==> config.mk <==
export PLATFORM = sky130hd
export DESIGN_NAME = voice_mixer
export DESIGN_NICKNAME = d
export VERILOG_FILES = /design/src/rtl/voice_mixer_pkg.sv /design/src/rtl/mix_accumulator.sv /design/src/rtl/voice_mixer.sv
export SDC_FILE = /design/constraint.sdc
export NUM_CORES = 1
export LEC_CHECK = 0
export ABC_CLOCK_PERIOD_IN_PS = 5800
export BUFFER_PORTS_ARGS = -buffer_cell sky130_fd_sc_hd__buf_2
export CORE_AREA = 3 3 140 142
export DETAILED_ROUTE_END_ITERATION = 16
export DIE_AREA = 0 0 143 145
export PLACE_DENSITY = 0.76
export SYNTH_ARGS = -nofsm -noshare
export SYNTH_HDL_FRONTEND = slang
export SYNTH_SLANG_ARGS = --single-unit
==> constraint.sdc <==
create_clock -name ctl_clk -period 5.8 [get_ports ctl_clk]
set_clock_uncertainty 0.05 [all_clocks]
set_input_delay 0.87 -clock ctl_clk [delete_from_list [all_inputs] [get_ports ctl_clk]]
set_output_delay 0.87 -clock ctl_clk [all_outputs]
set_load 0.05 [all_outputs]
==> src/rtl/voice_mixer_pkg.sv <==
// Shared types and helpers for the voice mixer and later audio stages.
package voice_mixer_pkg;

  typedef enum logic [2:0] {
    IDLE,
    FETCH,
    ISSUE,
    WAIT,
    ACC,
    DONE
  } state_t;

  function automatic int unsigned clog2(input int unsigned n);
    int unsigned r;
    r = 0;
    while ((32'd1 << r) < n) r = r + 1;
    return r;
  endfunction

  // Clamp a wide signed value into the signed range of w bits (w <= 64).
  function automatic logic signed [63:0] sat_signed(input logic signed [63:0] x,
                                                    input int unsigned w);
    logic signed [63:0] hi;
    logic signed [63:0] lo;
    hi = (64'sd1 <<< (w - 1)) - 64'sd1;
    lo = -(64'sd1 <<< (w - 1));
    if (x > hi) return hi;
    else if (x < lo) return lo;
    else return x;
  endfunction

endpackage

==> src/rtl/mix_accumulator.sv <==
// Signed accumulator wide enough to never overflow; saturates only at its output.
module mix_accumulator
  import voice_mixer_pkg::*;
#(
  parameter int unsigned C_WIDTH = 32,
  parameter int unsigned ACC_W   = 36
) (
  input  logic               ctl_clk,
  input  logic               reset,
  input  logic               clear,
  input  logic               add_en,
  input  logic [C_WIDTH-1:0] addend,
  output logic [C_WIDTH-1:0] sat_value
);

  logic signed [ACC_W-1:0] acc;
  logic signed [ACC_W-1:0] addend_ext;

  assign addend_ext = ACC_W'($signed(addend));

  always_ff @(posedge ctl_clk or posedge reset) begin
    if (reset)       acc <= '0;
    else if (clear)  acc <= '0;
    else if (add_en) acc <= acc + addend_ext;
  end

  assign sat_value = C_WIDTH'(sat_signed(64'(acc), C_WIDTH));

endmodule

==> src/rtl/voice_mixer.sv <==
// Mixes NUM_VOICES voices per sample tick through one shared multi-cycle multiplier.
module voice_mixer
  import voice_mixer_pkg::*;
#(
  parameter int unsigned C_WIDTH     = 32,
  parameter int unsigned FIXED_POINT = 8,
  parameter int unsigned NUM_VOICES  = 8,
  parameter int unsigned VSEL_W      = (NUM_VOICES > 1) ? clog2(NUM_VOICES) : 1
) (
  input  logic               ctl_clk,
  input  logic               reset,
  input  logic               sample_tick,
  output logic [VSEL_W-1:0]  voice_sel,
  input  logic [C_WIDTH-1:0] voice_sample,
  input  logic [C_WIDTH-1:0] voice_gain,
  output logic [C_WIDTH-1:0] mul_a,
  output logic [C_WIDTH-1:0] mul_b,
  output logic               mul_trigger,
  input  logic               mul_ready,
  input  logic               mul_done,
  input  logic [C_WIDTH-1:0] mul_y,
  output logic [C_WIDTH-1:0] mix_out,
  output logic               mix_valid,
  output logic               busy,
  output logic               overrun
);

  localparam int unsigned       ACC_W = C_WIDTH + VSEL_W + 1;
  localparam logic [VSEL_W-1:0] LAST  = VSEL_W'(NUM_VOICES - 1);

  if (FIXED_POINT >= C_WIDTH || NUM_VOICES < 1) begin : g_param_check
    $error("voice_mixer: FIXED_POINT must be below C_WIDTH and NUM_VOICES >= 1");
  end

  state_t             state, state_next;
  logic [C_WIDTH-1:0] a_hold, b_hold, y_hold, sat_value;
  logic               acc_clear, acc_add;

  always_ff @(posedge ctl_clk or posedge reset) begin
    if (reset) state <= IDLE;
    else       state <= state_next;
  end

  // Trigger is decoded combinationally so the multiplier starts in the ISSUE cycle itself.
  always_comb begin
    state_next  = state;
    acc_clear   = 1'b0;
    acc_add     = 1'b0;
    mul_trigger = 1'b0;
    case (state)
      IDLE: begin
        if (sample_tick) begin
          acc_clear  = 1'b1;
          state_next = FETCH;
        end
      end
      FETCH: state_next = ISSUE;
      ISSUE: begin
        if (mul_ready) begin
          mul_trigger = 1'b1;
          state_next  = WAIT;
        end
      end
      WAIT: if (mul_done) state_next = ACC;
      ACC: begin
        acc_add    = 1'b1;
        state_next = (voice_sel == LAST) ? DONE : FETCH;
      end
      DONE:    state_next = IDLE;
      default: state_next = IDLE;
    endcase
  end

  always_ff @(posedge ctl_clk or posedge reset) begin
    if (reset) begin
      voice_sel <= '0;
      a_hold    <= '0;
      b_hold    <= '0;
      y_hold    <= '0;
      mix_out   <= '0;
      mix_valid <= 1'b0;
      overrun   <= 1'b0;
    end else begin
      mix_valid <= 1'b0;
      overrun   <= sample_tick && (state != IDLE);
      case (state)
        IDLE:  if (sample_tick) voice_sel <= '0;
        ISSUE: begin
          if (mul_ready) begin
            a_hold <= voice_sample;
            b_hold <= voice_gain;
          end
        end
        WAIT:  if (mul_done) y_hold <= mul_y;
        ACC:   if (voice_sel != LAST) voice_sel <= voice_sel + VSEL_W'(1);
        DONE: begin
          mix_out   <= sat_value;
          mix_valid <= 1'b1;
        end
        default: ;
      endcase
    end
  end

  // Operands follow the register file during ISSUE and are frozen once triggered.
  assign mul_a = (state == ISSUE) ? voice_sample : a_hold;
  assign mul_b = (state == ISSUE) ? voice_gain   : b_hold;
  assign busy  = (state != IDLE);

  mix_accumulator #(
    .C_WIDTH (C_WIDTH),
    .ACC_W   (ACC_W)
  ) u_acc (
    .ctl_clk   (ctl_clk),
    .reset     (reset),
    .clear     (acc_clear),
    .add_en    (acc_add),
    .addend    (y_hold),
    .sat_value (sat_value)
  );

endmodule

==> results of run 1 <==
==> final cells by class <==
class / count / area share, %
inverters: 11 / 0.4244
clock inverters: 15 / 1.353
diodes: 1 / 0.02294
well taps: 234 / 2.684
flip-flops and latches: 172 / 39.45
multi-input cells: 610 / 42.30
repair buffers: 211 / 9.864
clock buffers: 17 / 3.900
==> worst paths after layout <==
check / startpoint / to / slack (ps)
worst max register to register: u_acc.acc[0] / u_acc.acc[34] / 2800
min in group ctl_clk: mix_out[18] / mix_out[18] / 410
worst min-delay path: reset / b_hold[0] / 330
max in group asynchronous: reset / u_acc.acc[2] / 4180
worst min register to register: mix_out[18] / mix_out[18] / 410
worst max-delay path: state[2] / mul_a[30] / 2370
==> through the flow <==
step	cell area (µm²)	worst slack (ps)	utilization, %	cells	hold WS [ps]
after floorplan	9153	219.9	-	834	421.9
after global placement	10330	2843	55.62	1238	395.0
after detailed placement	10330	2769	55.62	1238	401.0
after CTS	10910	2380	58.70	1270	317.3
after global routing	10910	2261	58.71	1271	330.1
final	10910	2374	58.71	1271	334.9
==> cell families (layout without fill, tap and decap cells) <==
| kind of cell | count (synthesis) | in the layout | share of synthesized area, % |
|---|---|---|---|
| AO/OA/AOI/OAI | 176 | 176 | 11.92 |
| multiplexers | 163 | 163 | 20.03 |
| adder cells (fa/ha/maj) | 38 | 38 | 5.277 |
| flip-flops | 172 | 172 | 47.03 |
| AND/OR/NAND/NOR | 203 | 203 | 10.13 |
| XOR/XNOR | 30 | 30 | 2.871 |
| other | 0 | 1 | 0 |
| buffers and inverters | 52 | 254 | 2.748 |
==> placed cells by master (no fill, tap or decap), drive strengths merged, types with 3 or more instances in the layout <==
cell type and instances:
nand3 14, buf 211, o211ai 5, nor3 4, and2 4, xor2 19
and3 5, a31oi 7, a211oi 3, or2 3, inv 19, ha 37
o21a 3, nand4 5, clkinvlp 3, xnor2 11, nand2b 5, clkbuf 17
mux2 161, nor2 23, or3 3, clkinv 4, dfrtp 172, a21o 20
nor2b 6, nand2 120, a22o 4, a21oi 32, o21ai 76, o21bai 4
==> metal layers <==
layer / vias up / share of wire, %
li1: 3360 / -
met1: 3376 / 44
met2: 202 / 48
met3: 24 / 6.6
met4: 0 / 1.6
met5: - / 0
==> state kept, by name, summed over array words and instances (netlist names) <==
register and cells:
u_acc.acc 36, y_hold 32, overrun 1, mix_out 32, voice_sel 3, mix_valid 1
a_hold 32, b_hold 32, state 3
==> summary.md, run 1 <==
| Metric | Value |
|---|---|
| Status | `finished clean` |
| First-pass DRT Iterations | `4` |
| Fill count | `roughly 1600` |
| Drt wl/cell | `approximately 17 µm` |
| Worst Path Required | `around 4900 ps` |
| GPL Wtd Cong | `slightly below 0.9` |
| Num ports | `just over 200` |
| Routed Antenna Nets | `0` |
| Core Rows | `50` |
| Top-count cell post-synth | `dfrtp_1` |
| Clock Latency Late Sink | `between 400 and 500 ps` |
| Synthesis-stage register bit count | `around 170` |
| Die Ht | `roughly 150 µm` |
| Setup bufs post-CTS | `0` |
| Startpoint Class | `flop` |
| Fraction of registers with async set/reset | `100.0%` |
| Worst Max-Slew Pin Slew | `941.7 ps` |
| Largest area contributor in the netlist | `dfrtp_1` |
| Synth Area per Inst | `10.97 µm²` |
| Residual DRC count | `0` |
| M3 GR Usage | `under 10%` |
| Die Footprint | `between 20000 and 25000 µm²` |
| GRT overflow | `0` |
| CP max FO | `between 60 and 70` |
| RSZ-0062 raised after global routing | `no` |
| Synth Flop Type | `dfrtp_1` |
| FF-to-FF path depth | `11` |
| Max-cap violation count | `0` |
| Post-Syn Instances | `~830` |
| Minimum clock period | `about 3400 ps` |
| Worst-path cell chain | `nor3b_2 > buf_4 > mux2_2 > buf_2` |
| First-pass GRT wire length | `between 30000 and 40000 µm` |
| Buffers on Ports | `approximately 200` |
| Clk sink count | `between 150 and 200` |
| Initial antenna violation count | `1` |
| TritonCTS buffer count | `17` |
| CTS clk-pin slew, worst paths | `70 ps` |
| Sequential area share after synthesis | `between 40% and 50%` |
| Slew headroom | `a little under two fifths` |
| DRT iter0 DRCs | `302` |
| Met2 Usage GRT | `around 35%` |
| Root Buffer | `clkbuf_16` |
| Bufs and invs on worst path | `2` |
| Fin. Hold Viols | `0` |
| CTS tree | `done` |
| Vias/cell | `roughly 5.5` |
| Die width | `approximately 140 µm` |
| Area Overhead vs Synth | `19.19%` |
| Area of the multi-input gates | `around 4600 µm²` |
| Largest net degree at the start of global routing | `between 70 and 80` |
| Register area | `between 4000 and 5000 µm²` |
| Final HPWL DP | `~16000 µm` |
| Core outline area | `between 15000 and 20000 µm²` |
| Post-synth top cells | `dfrtp_1, mux2_2, nand2_1, o21ai_0` |
| Critical path's largest stage delay | `660 ps` |
| Post-synth net total | `about 1000` |
| Setup violators final | `0` |
| Top Usage Layer GRT | `met2` |
| Fin nets | `about 1200` |
| Sum Neg Setup Slack | `0 ps` |
| H-Tree Depth | `4` |
| Endpoint class of the critical path | `primary output` |
| CP delay by family, top | `buffers and inverters` |
| Via count | `between 6000 and 7000` |
| Vias in the first global route | `6871` |
| Syn Std Cell Area | `roughly 9000 µm²` |
| Critical Path AT | `2510 ps` |
| Share of post-route cells with drive strength above 1 | `between 40% and 50%` |
| WS Path Type | `reg2out` |
| Post-synth top area share | `a little under half` |
| Max Buffers Root-to-Sink | `2` |
| HP Class | `in2async` |
| EDFF count, synth | `0` |
| Crit path depth | `4` |
| Unique masters post-synth | `between 60 and 70` |
| Synth area leaders | `dfrtp_1, mux2_2, ha_1, nand2_1, o21ai_0` |
| Initial Utilization | `between 40% and 50%` |
| Slowest-stage cell, CP | `buf_4` |
| YS warnings | `0` |
| Post-CTS sizing | `0` |
| Final Slew Violations | `0` |
| Crit share post-route | `59.07%` |
| GR Layer Usage met1 | `26.85%` |
| Routed WL | `roughly 21000 µm` |
| F_max | `between 200 and 300 MHz` |
| Total Routing Usage GR | `20.73%` |
| CTS Hold Bufs | `0` |
Power of run 1 is left out: the tool's default activity adds up to more than one toggle a clock period on the data nets, which glitch-free logic cannot reach.
==> run 2: changes to the inputs <==
--- a/config.mk
+++ b/config.mk
@@ -5,7 +5,7 @@
 export SDC_FILE = /design/constraint.sdc
 export NUM_CORES = 1
 export LEC_CHECK = 0
-export ABC_CLOCK_PERIOD_IN_PS = 5800
+export ABC_CLOCK_PERIOD_IN_PS = 3100
 export BUFFER_PORTS_ARGS = -buffer_cell sky130_fd_sc_hd__buf_2
 export CORE_AREA = 3 3 140 142
 export DETAILED_ROUTE_END_ITERATION = 16
==> constraint.sdc (replaced) <==
create_clock -name ctl_clk -period 3.1 [get_ports ctl_clk]
set_clock_uncertainty 0.05 [all_clocks]
set_input_delay 0.465 -clock ctl_clk [delete_from_list [all_inputs] [get_ports ctl_clk]]
set_output_delay 0.465 -clock ctl_clk [all_outputs]
set_load 0.05 [all_outputs]
==> run 2 against run 1 <==
  * Global-route usage up 0.85 points
  * Clock-buffer cell count stayed put
  * Core utilization rose by 0.57 points
  * Worst hold slack got worse by 220 ps
  * First-iteration DRC count is 35% higher
  * Critical endpoint is now u_acc.acc[29]
==> summary.md, run 2 (same netlist as run 1, synthesis figures left out) <==
| Metric | Value |
|---|---|
| Crit path depth | `9 (was 4)` |
| DRT iter0 DRCs | `409 (was 302)` |
| Clk sink count | `172 (unchanged)` |
| Most common cell after layout, fill and taps aside | `buf_2 (unchanged)` |
| Max reg flops | `36 (unchanged)` |
| Die Footprint | `20740 µm² (unchanged)` |
| First-pass GRT wire length | `36170 µm (was 34710 µm)` |
| Sum Neg Setup Slack | `0 ps (unchanged)` |
| Die width | `143 µm (unchanged)` |
| Final HPWL DP | `16360 µm (was 15660 µm)` |
| Final Slew Violations | `0 (unchanged)` |
| Via count | `7092 (was 6962)` |
| Register area | `4304 µm² (unchanged)` |
| DR WL met2 | `10870 µm (was 10320 µm)` |
| Most frequent cells in the layout | `buf_2, dfrtp_1, mux2_2 (unchanged)` |
| Non-filler cells, final | `1279 (was 1271)` |
| Minimum clock period | `between 2000 and 3000 ps` |
| RSZ-0062 raised after global routing | `no (unchanged)` |
| Area of the multi-input gates | `4626 µm² (was 4614 µm²)` |
| CP max FO | `5 (was 65)` |
| Critical Path AT | `3100 ps (was 2510 ps)` |
| Fin nets | `1170 (was 1162)` |
| Largest net degree at the start of global routing | `97 (was 75)` |
| Endpoint class of the critical path | `flop (was primary output)` |
| Drt wl/cell | `17.42 µm (was 16.89 µm)` |
| Initial antenna violation count | `3 (was 1)` |
| Area Overhead vs Synth | `20.34% (was 19.19%)` |
| Num ports | `204 (unchanged)` |
| Most flops, register | `u_acc.acc (unchanged)` |
| Worst Max-Slew Pin Slew | `901.0 ps (was 941.7 ps)` |
| Bufs and invs on worst path | `0 (was 2)` |
| Max Buffers Root-to-Sink | `2 (unchanged)` |
| Routed Antenna Nets | `0 (unchanged)` |
| Buffers on Ports | `203 (unchanged)` |
| Core Rows | `50 (unchanged)` |
| HP Class | `in2async (unchanged)` |
| Status | `finished clean (unchanged)` |
| Share of post-route cells with drive strength above 1 | `41.86% (was 41.22%)` |
| Fin. Hold Viols | `0 (unchanged)` |
| Vias in the first global route | `7085 (was 6871)` |
| Die Ht | `145 µm (unchanged)` |
| Post-CTS sizing | `0 (unchanged)` |
| Slew headroom | `39.71% (was 37.22%)` |
| Worst-path cell chain | `ha_1 > a2111o_1 > a21oi_1 > a2bb2oi_2 > o221ai_1 > a21bo_2 > o41ai_1 > xor2_1 > o21ai_0 (was nor3b_2 > buf_4 > mux2_2 > buf_2)` |
| Initial Utilization | `49.26% (unchanged)` |
| Worst Path Required | `3360 ps (was 4880 ps)` |
| GRT overflow | `0 (unchanged)` |
| Setup violators final | `0 (unchanged)` |
| Setup bufs post-CTS | `0 (unchanged)` |
| CTS Hold Bufs | `0 (unchanged)` |
| Final Util | `59.28% (was 58.71%)` |
| Clock Latency Late Sink | `430 ps (about the same)` |
| Startpoint Class | `flop (unchanged)` |
| Uppermost layer routed | `met5 (was met4)` |
| Crit share post-route | `approximately nine tenths` |
| Final worst slack | `257.2 ps (was 2374 ps)` |
| Vias/cell | `5.545 (was 5.478)` |
| Core outline area | `18580 µm² (unchanged)` |
| WS Path Type | `reg2reg (was reg2out)` |
| Max-cap violation count | `0 (unchanged)` |
| Pre-CTS setup slack | `37.72 ps (was 2769 ps)` |
| Total Routing Usage GR | `21.58% (was 20.73%)` |
| Slowest-stage cell, CP | `a2111o_1 (was buf_4)` |
| TritonCTS buffer count | `17 (unchanged)` |
| Metal3 WL | `1504 µm (was 1424 µm)` |
| FF-to-FF path depth | `9 (was 11)` |
| H-Tree Depth | `4 (unchanged)` |
| F_max | `roughly 350 MHz` |
| CTS tree | `done (unchanged)` |
| Fill count | `1567 (was 1580)` |
| Routed WL | `22280 µm (was 21470 µm)` |
| Residual DRC count | `0 (unchanged)` |
| Root Buffer | `clkbuf_16 (unchanged)` |
| M1 WL | `9598 µm (was 9391 µm)` |
| First-pass DRT Iterations | `5 (was 4)` |
| Critical path's largest stage delay | `430 ps (was 660 ps)` |
| CP delay by family, top | `compound AO/OA/AOI/OAI gates (was buffers and inverters)` |
| CTS clk-pin slew, worst paths | `80 ps (was 70 ps)` |
| GPL Wtd Cong | `0.9026 (was 0.8773)` |
| Placed cell count | `1246 (was 1238)` |
==> run 2: cell types whose count changed in the layout (fill, tap and decap cells not counted) <==
cell	delta
a2111oi_0	-1
a2111oi_2	+1
a211oi_1	-1
a211oi_2	+1
buf_12	+3
buf_4	+5
clkinv_2	+1
clkinv_4	-1
==> run 2: worst paths after layout <==
path                              startpoint       endpoint  slack [ps]
max in group asynchronous              reset     y_hold[28]        2410
worst max-delay path            u_acc.acc[4]  u_acc.acc[29]         260
min in group ctl_clk               mul_y[31]     y_hold[31]         210
worst min register to register    mix_out[8]     mix_out[8]         410
worst max register to register  u_acc.acc[4]  u_acc.acc[29]         260
worst min-delay path                   reset     b_hold[28]         120
==> run 2: area by class of cell <==
class | instances | area share [%]
clock inverters | 15 | 1.318
flip-flops and latches | 172 | 39.08
clock buffers | 17 | 3.862
repair buffers | 219 | 10.66
diodes | 1 | 0.02272
inverters | 11 | 0.4090
multi-input cells | 610 | 42.00
well taps | 234 | 2.658
==> run 2: worst register-to-register path: stages (launching register included) <==
cell	delay [ps]
dfrtp_1	400
ha_1	370
a2111o_1	430
a21oi_1	240
a2bb2oi_2	240
o221ai_1	170
a21bo_2	250
o41ai_1	300
xor2_1	170
o21ai_0	90
==> run 2: metrics by stage <==
| step | instance area (µm²) | hold WS (ps) |
|---|---|---|
| floorplan | 9156 | 421.9 |
| global placement | 10430 | 396.0 |
| detailed placement | 10430 | 401.6 |
| CTS | 11000 | 140.2 |
| global route | 11010 | 150.4 |
| finish | 11010 | 117.4 |
==> run 2: layer usage <==
metal  vias to the layer above  global-route usage, %
met5                         -                      0
met4                         4                  4.848
met3                        26                  6.131
met2                       206                  36.87
met1                      3479                  27.11
li1                       3377                      -
Power of run 2 is left out for the same reason.
==> run 3: changes to the inputs <==
--- a/config.mk
+++ b/config.mk
@@ -7,10 +7,11 @@
 export LEC_CHECK = 0
 export ABC_CLOCK_PERIOD_IN_PS = 3100
 export BUFFER_PORTS_ARGS = -buffer_cell sky130_fd_sc_hd__buf_2
-export CORE_AREA = 3 3 140 142
+export CORE_AREA = 3 3 143 145
 export DETAILED_ROUTE_END_ITERATION = 16
-export DIE_AREA = 0 0 143 145
+export DIE_AREA = 0 0 146 148
 export PLACE_DENSITY = 0.76
 export SYNTH_ARGS = -nofsm -noshare
 export SYNTH_HDL_FRONTEND = slang
+export SYNTH_HIERARCHICAL = 1
 export SYNTH_SLANG_ARGS = --single-unit
==> run 3 against run 2 <==
  * Sequential cell count did not move
  * Global-route usage down 0.65 points
  * Critical path type unchanged
  * Fmax shrank 5.4%
==> summary.md, run 3 <==
| Metric | Value |
|---|---|
| Status | `finished clean (unchanged)` |
| WS Path Type | `reg2reg (unchanged)` |
| Leakage | `0.005485 µW` |
| Clk sink count | `172 (unchanged)` |
| DRT iter0 DRCs | `468 (was 409)` |
| Worst Setup EP | `u_acc/acc[26] (was u_acc.acc[29])` |
| Routed WL | `22540 µm (was 22280 µm)` |
| Combinational share of power | `58.5%` |
| Syn Std Cell Area | `9523 µm² (was 9153 µm²)` |
| CTS tree | `done (unchanged)` |
| Seq pwr share | `between 20 and 30%` |
| GRT overflow | `0 (unchanged)` |
| Slew headroom | `33.79% (was 39.71%)` |
| Sw frac | `around half` |
| Unique masters post-synth | `68 (was 65)` |
| Post-Syn Instances | `802 (was 834)` |
| Worst Path Required | `3340 ps (was 3360 ps)` |
| FF-to-FF setup slack | `90 ps (was 260 ps)` |
| CP max FO | `2 (was 5)` |
| Fin nets | `1141 (was 1170)` |
| Buffers on Ports | `203 (unchanged)` |
| Minimum clock period | `3005 ps (was 2843 ps)` |
| Initial antenna violation count | `1 (was 3)` |
| Max-cap violation count | `0 (unchanged)` |
| Max reg flops | `36 (unchanged)` |
| Post-synth top cells | `dfrtp_1, mux2_2, mux2_1, nor2_1, ha_1 (was dfrtp_1, mux2_2, nand2_1, o21ai_0)` |
| R2R Path Start | `y_hold[0] (was u_acc.acc[4])` |
| Num ports | `204 (unchanged)` |
| Endpoint class of the critical path | `flop (unchanged)` |
| Largest net degree at the start of global routing | `55 (was 97)` |
| Synth Flop Type | `dfrtp_1 (unchanged)` |
| Sequential area share after synthesis | `45.20% (was 47.03%)` |
| First-pass DRT Iterations | `5 (unchanged)` |
| CTS clk-pin slew, worst paths | `70 ps (was 80 ps)` |
| Setup violators final | `0 (unchanged)` |
| Routed Antenna Nets | `0 (unchanged)` |
| Reg2reg end | `u_acc/acc[26] (was u_acc.acc[29])` |
| First-pass GRT wire length | `36760 µm (was 36170 µm)` |
| CTS Hold Bufs | `0 (unchanged)` |
| Proportion of power drawn by the clock network | `between 10 and 15%` |
| Clock Latency Late Sink | `420 ps (was 430 ps)` |
| H-Tree Depth | `4 (unchanged)` |
| Post-synth net total | `941 (was 973)` |
| Via count | `7050 (was 7092)` |
| Fin. Hold Viols | `0 (unchanged)` |
| Fraction of registers with async set/reset | `100.0% (unchanged)` |
| Synthesis-stage register bit count | `172 (unchanged)` |
| Int Power | `slightly above 7000 µW` |
| Post-DP Area | `10800 µm² (was 10430 µm²)` |
| Crit path from | `y_hold[0] (was u_acc.acc[4])` |
| EDFF count, synth | `0 (unchanged)` |
| Synth area leaders | `dfrtp_1, mux2_2, mux2_1, ha_1, o21a_1 (was dfrtp_1, mux2_2, ha_1, nand2_1, o21ai_0)` |
| Final HPWL DP | `15960 µm (was 16360 µm)` |
| Most common cell after layout, fill and taps aside | `buf_2 (unchanged)` |
| Most frequent cells in the layout | `buf_2, dfrtp_1, mux2_2 (unchanged)` |
| Vias/cell | `5.504 (was 5.545)` |
| Max Buffers Root-to-Sink | `2 (unchanged)` |
| RSZ-0062 raised after global routing | `no (unchanged)` |
| Core Rows | `51 (was 50)` |
| Area Overhead vs Synth | `19.64% (was 20.34%)` |
| Core outline area | `19330 µm² (was 18580 µm²)` |
| Die width | `146 µm (was 143 µm)` |
| Root Buffer | `clkbuf_16 (unchanged)` |
| Drt wl/cell | `17.59 µm (was 17.42 µm)` |
| FF-to-FF path depth | `12 (was 9)` |
| Total Routing Usage GR | `20.93% (was 21.58%)` |
| Crit share post-route | `96.94% (was 91.70%)` |
| Startpoint Class | `flop (unchanged)` |
| GPL Wtd Cong | `0.8543 (was 0.9026)` |
| Die Footprint | `21610 µm² (was 20740 µm²)` |
| TritonCTS buffer count | `17 (unchanged)` |
| F_max | `332.7 MHz (was 351.8 MHz)` |
| Maximum vdd drop | `roughly 0.85 mV` |
| Final Slew Violations | `0 (unchanged)` |
| Share of post-route cells with drive strength above 1 | `41.67% (was 41.86%)` |
| Final instance area | `11390 µm² (was 11010 µm²)` |
| Vias in the first global route | `7208 (was 7085)` |
| P_sw | `roughly 6700 µW` |
| Post-synth top area share | `45.20% (was 47.03%)` |
| Final Util | `58.93% (was 59.28%)` |
| Most flops, register | `u_acc/acc (was u_acc.acc)` |
| Top-count cell post-synth | `dfrtp_1 (unchanged)` |
| HP Class | `in2async (unchanged)` |
| Initial Utilization | `49.25% (was 49.26%)` |
| Critical Path AT | `3250 ps (was 3100 ps)` |
| Synth Area per Inst | `11.87 µm² (was 10.97 µm²)` |
| Residual DRC count | `0 (unchanged)` |
| Worst Max-Slew Pin Slew | `992.0 ps (was 901.0 ps)` |
| Pwr per Cell Area | `between 1000 and 1500 nW/µm²` |
| Die Ht | `148 µm (was 145 µm)` |
| YS warnings | `6 (was 0)` |
| Largest area contributor in the netlist | `dfrtp_1 (unchanged)` |
run 3: worst min-delay path by stage:
stage	startpoint	end	slack, ps	depth (start not counted)
2_1_floorplan	b_hold[0]	b_hold[0]	400	1
3_3_place_gp	b_hold[29]	b_hold[29]	410	1
3_5_place_dp	a_hold[0]	a_hold[0]	420	1
4_1_cts	reset	u_acc/acc[16]	140	3
5_1_grt	reset	mix_out[1]	160	2
6_report	reset	mix_out[1]	140	2
run 3: what timing repair did:
item                                    CTS  global route
pin swaps                                 5             4
buffers inserted                          2             3
resized for setup                         2             2
endpoints found under the setup margin    4             9
run 3: power groups by stage:
stage | sequential (µW) | combinational, µW | clock (µW)
finish | 3750 | 8100 | 2010
global route | 3880 | 8660 | 2160
detailed placement | 3790 | 8050 | 0
CTS | 3750 | 8110 | 2070
global placement | 3730 | 7940 | 0
floorplan | 4020 | 6200 | 0
run 3: critical path, cell delays in order (launching register included):
cell	delay, ps
dfrtp_1	390
ha_2	200
fa_2	350
a21o_1	180
a221o_1	330
a211o_1	300
a31o_4	250
buf_4	130
nand2_1	90
o21a_1	170
o21ai_0	140
xnor2_1	200
o22ai_1	90
run 3: logic make-up (layout without fill, tap and decap cells):
logic type / count (synthesis) / count (layout) / share of synthesized area (%)
AND/OR/NAND/NOR: 140 / 140 / 7.463
AO/OA/AOI/OAI: 156 / 156 / 11.65
flip-flops: 172 / 172 / 45.20
XOR/XNOR: 26 / 26 / 2.391
buffers and inverters: 58 / 271 / 3.403
adder cells (fa/ha/maj): 38 / 38 / 5.072
multiplexers: 212 / 212 / 24.82
other: 0 / 1 / 0
run 3: per-layer routing:
metal	wire [µm]	GRT usage (%)	part of all wire [%]	vias to the layer above
met1	9780	26.56	43	3529
met5	0	0	0	-
met2	11610	36.80	52	160
met4	374	6.632	1.7	0
li1	-	-	-	3327
met3	771	3.525	3.4	34
run 3: area by class of cell:
class,count,area [µm²]
repair buffers,226,1239
well taps,265,331.6
multi-input cells,572,4920
inverters,13,52.55
clock buffers,21,460.4
clock inverters,11,83.83
fillers,1642,7941
diodes,1,2.502
flip-flops and latches,172,4304
run 3: metrics by stage:
step                      power [µW]  TNS, ps  setup slack, ps  instances  hold slack, ps
after floorplan                10220        0            113.9        802           404.1
after global placement         11670        0            36.10       1243           413.7
after detailed placement       11840   -54.66           -51.09       1243           422.0
after CTS                      13930        0            38.89       1277           142.9
after global routing           14690        0            2.131       1281           158.8
final                          13860        0            94.72       1281           142.1
No activity file was read; power rests on OpenSTA's default activity.
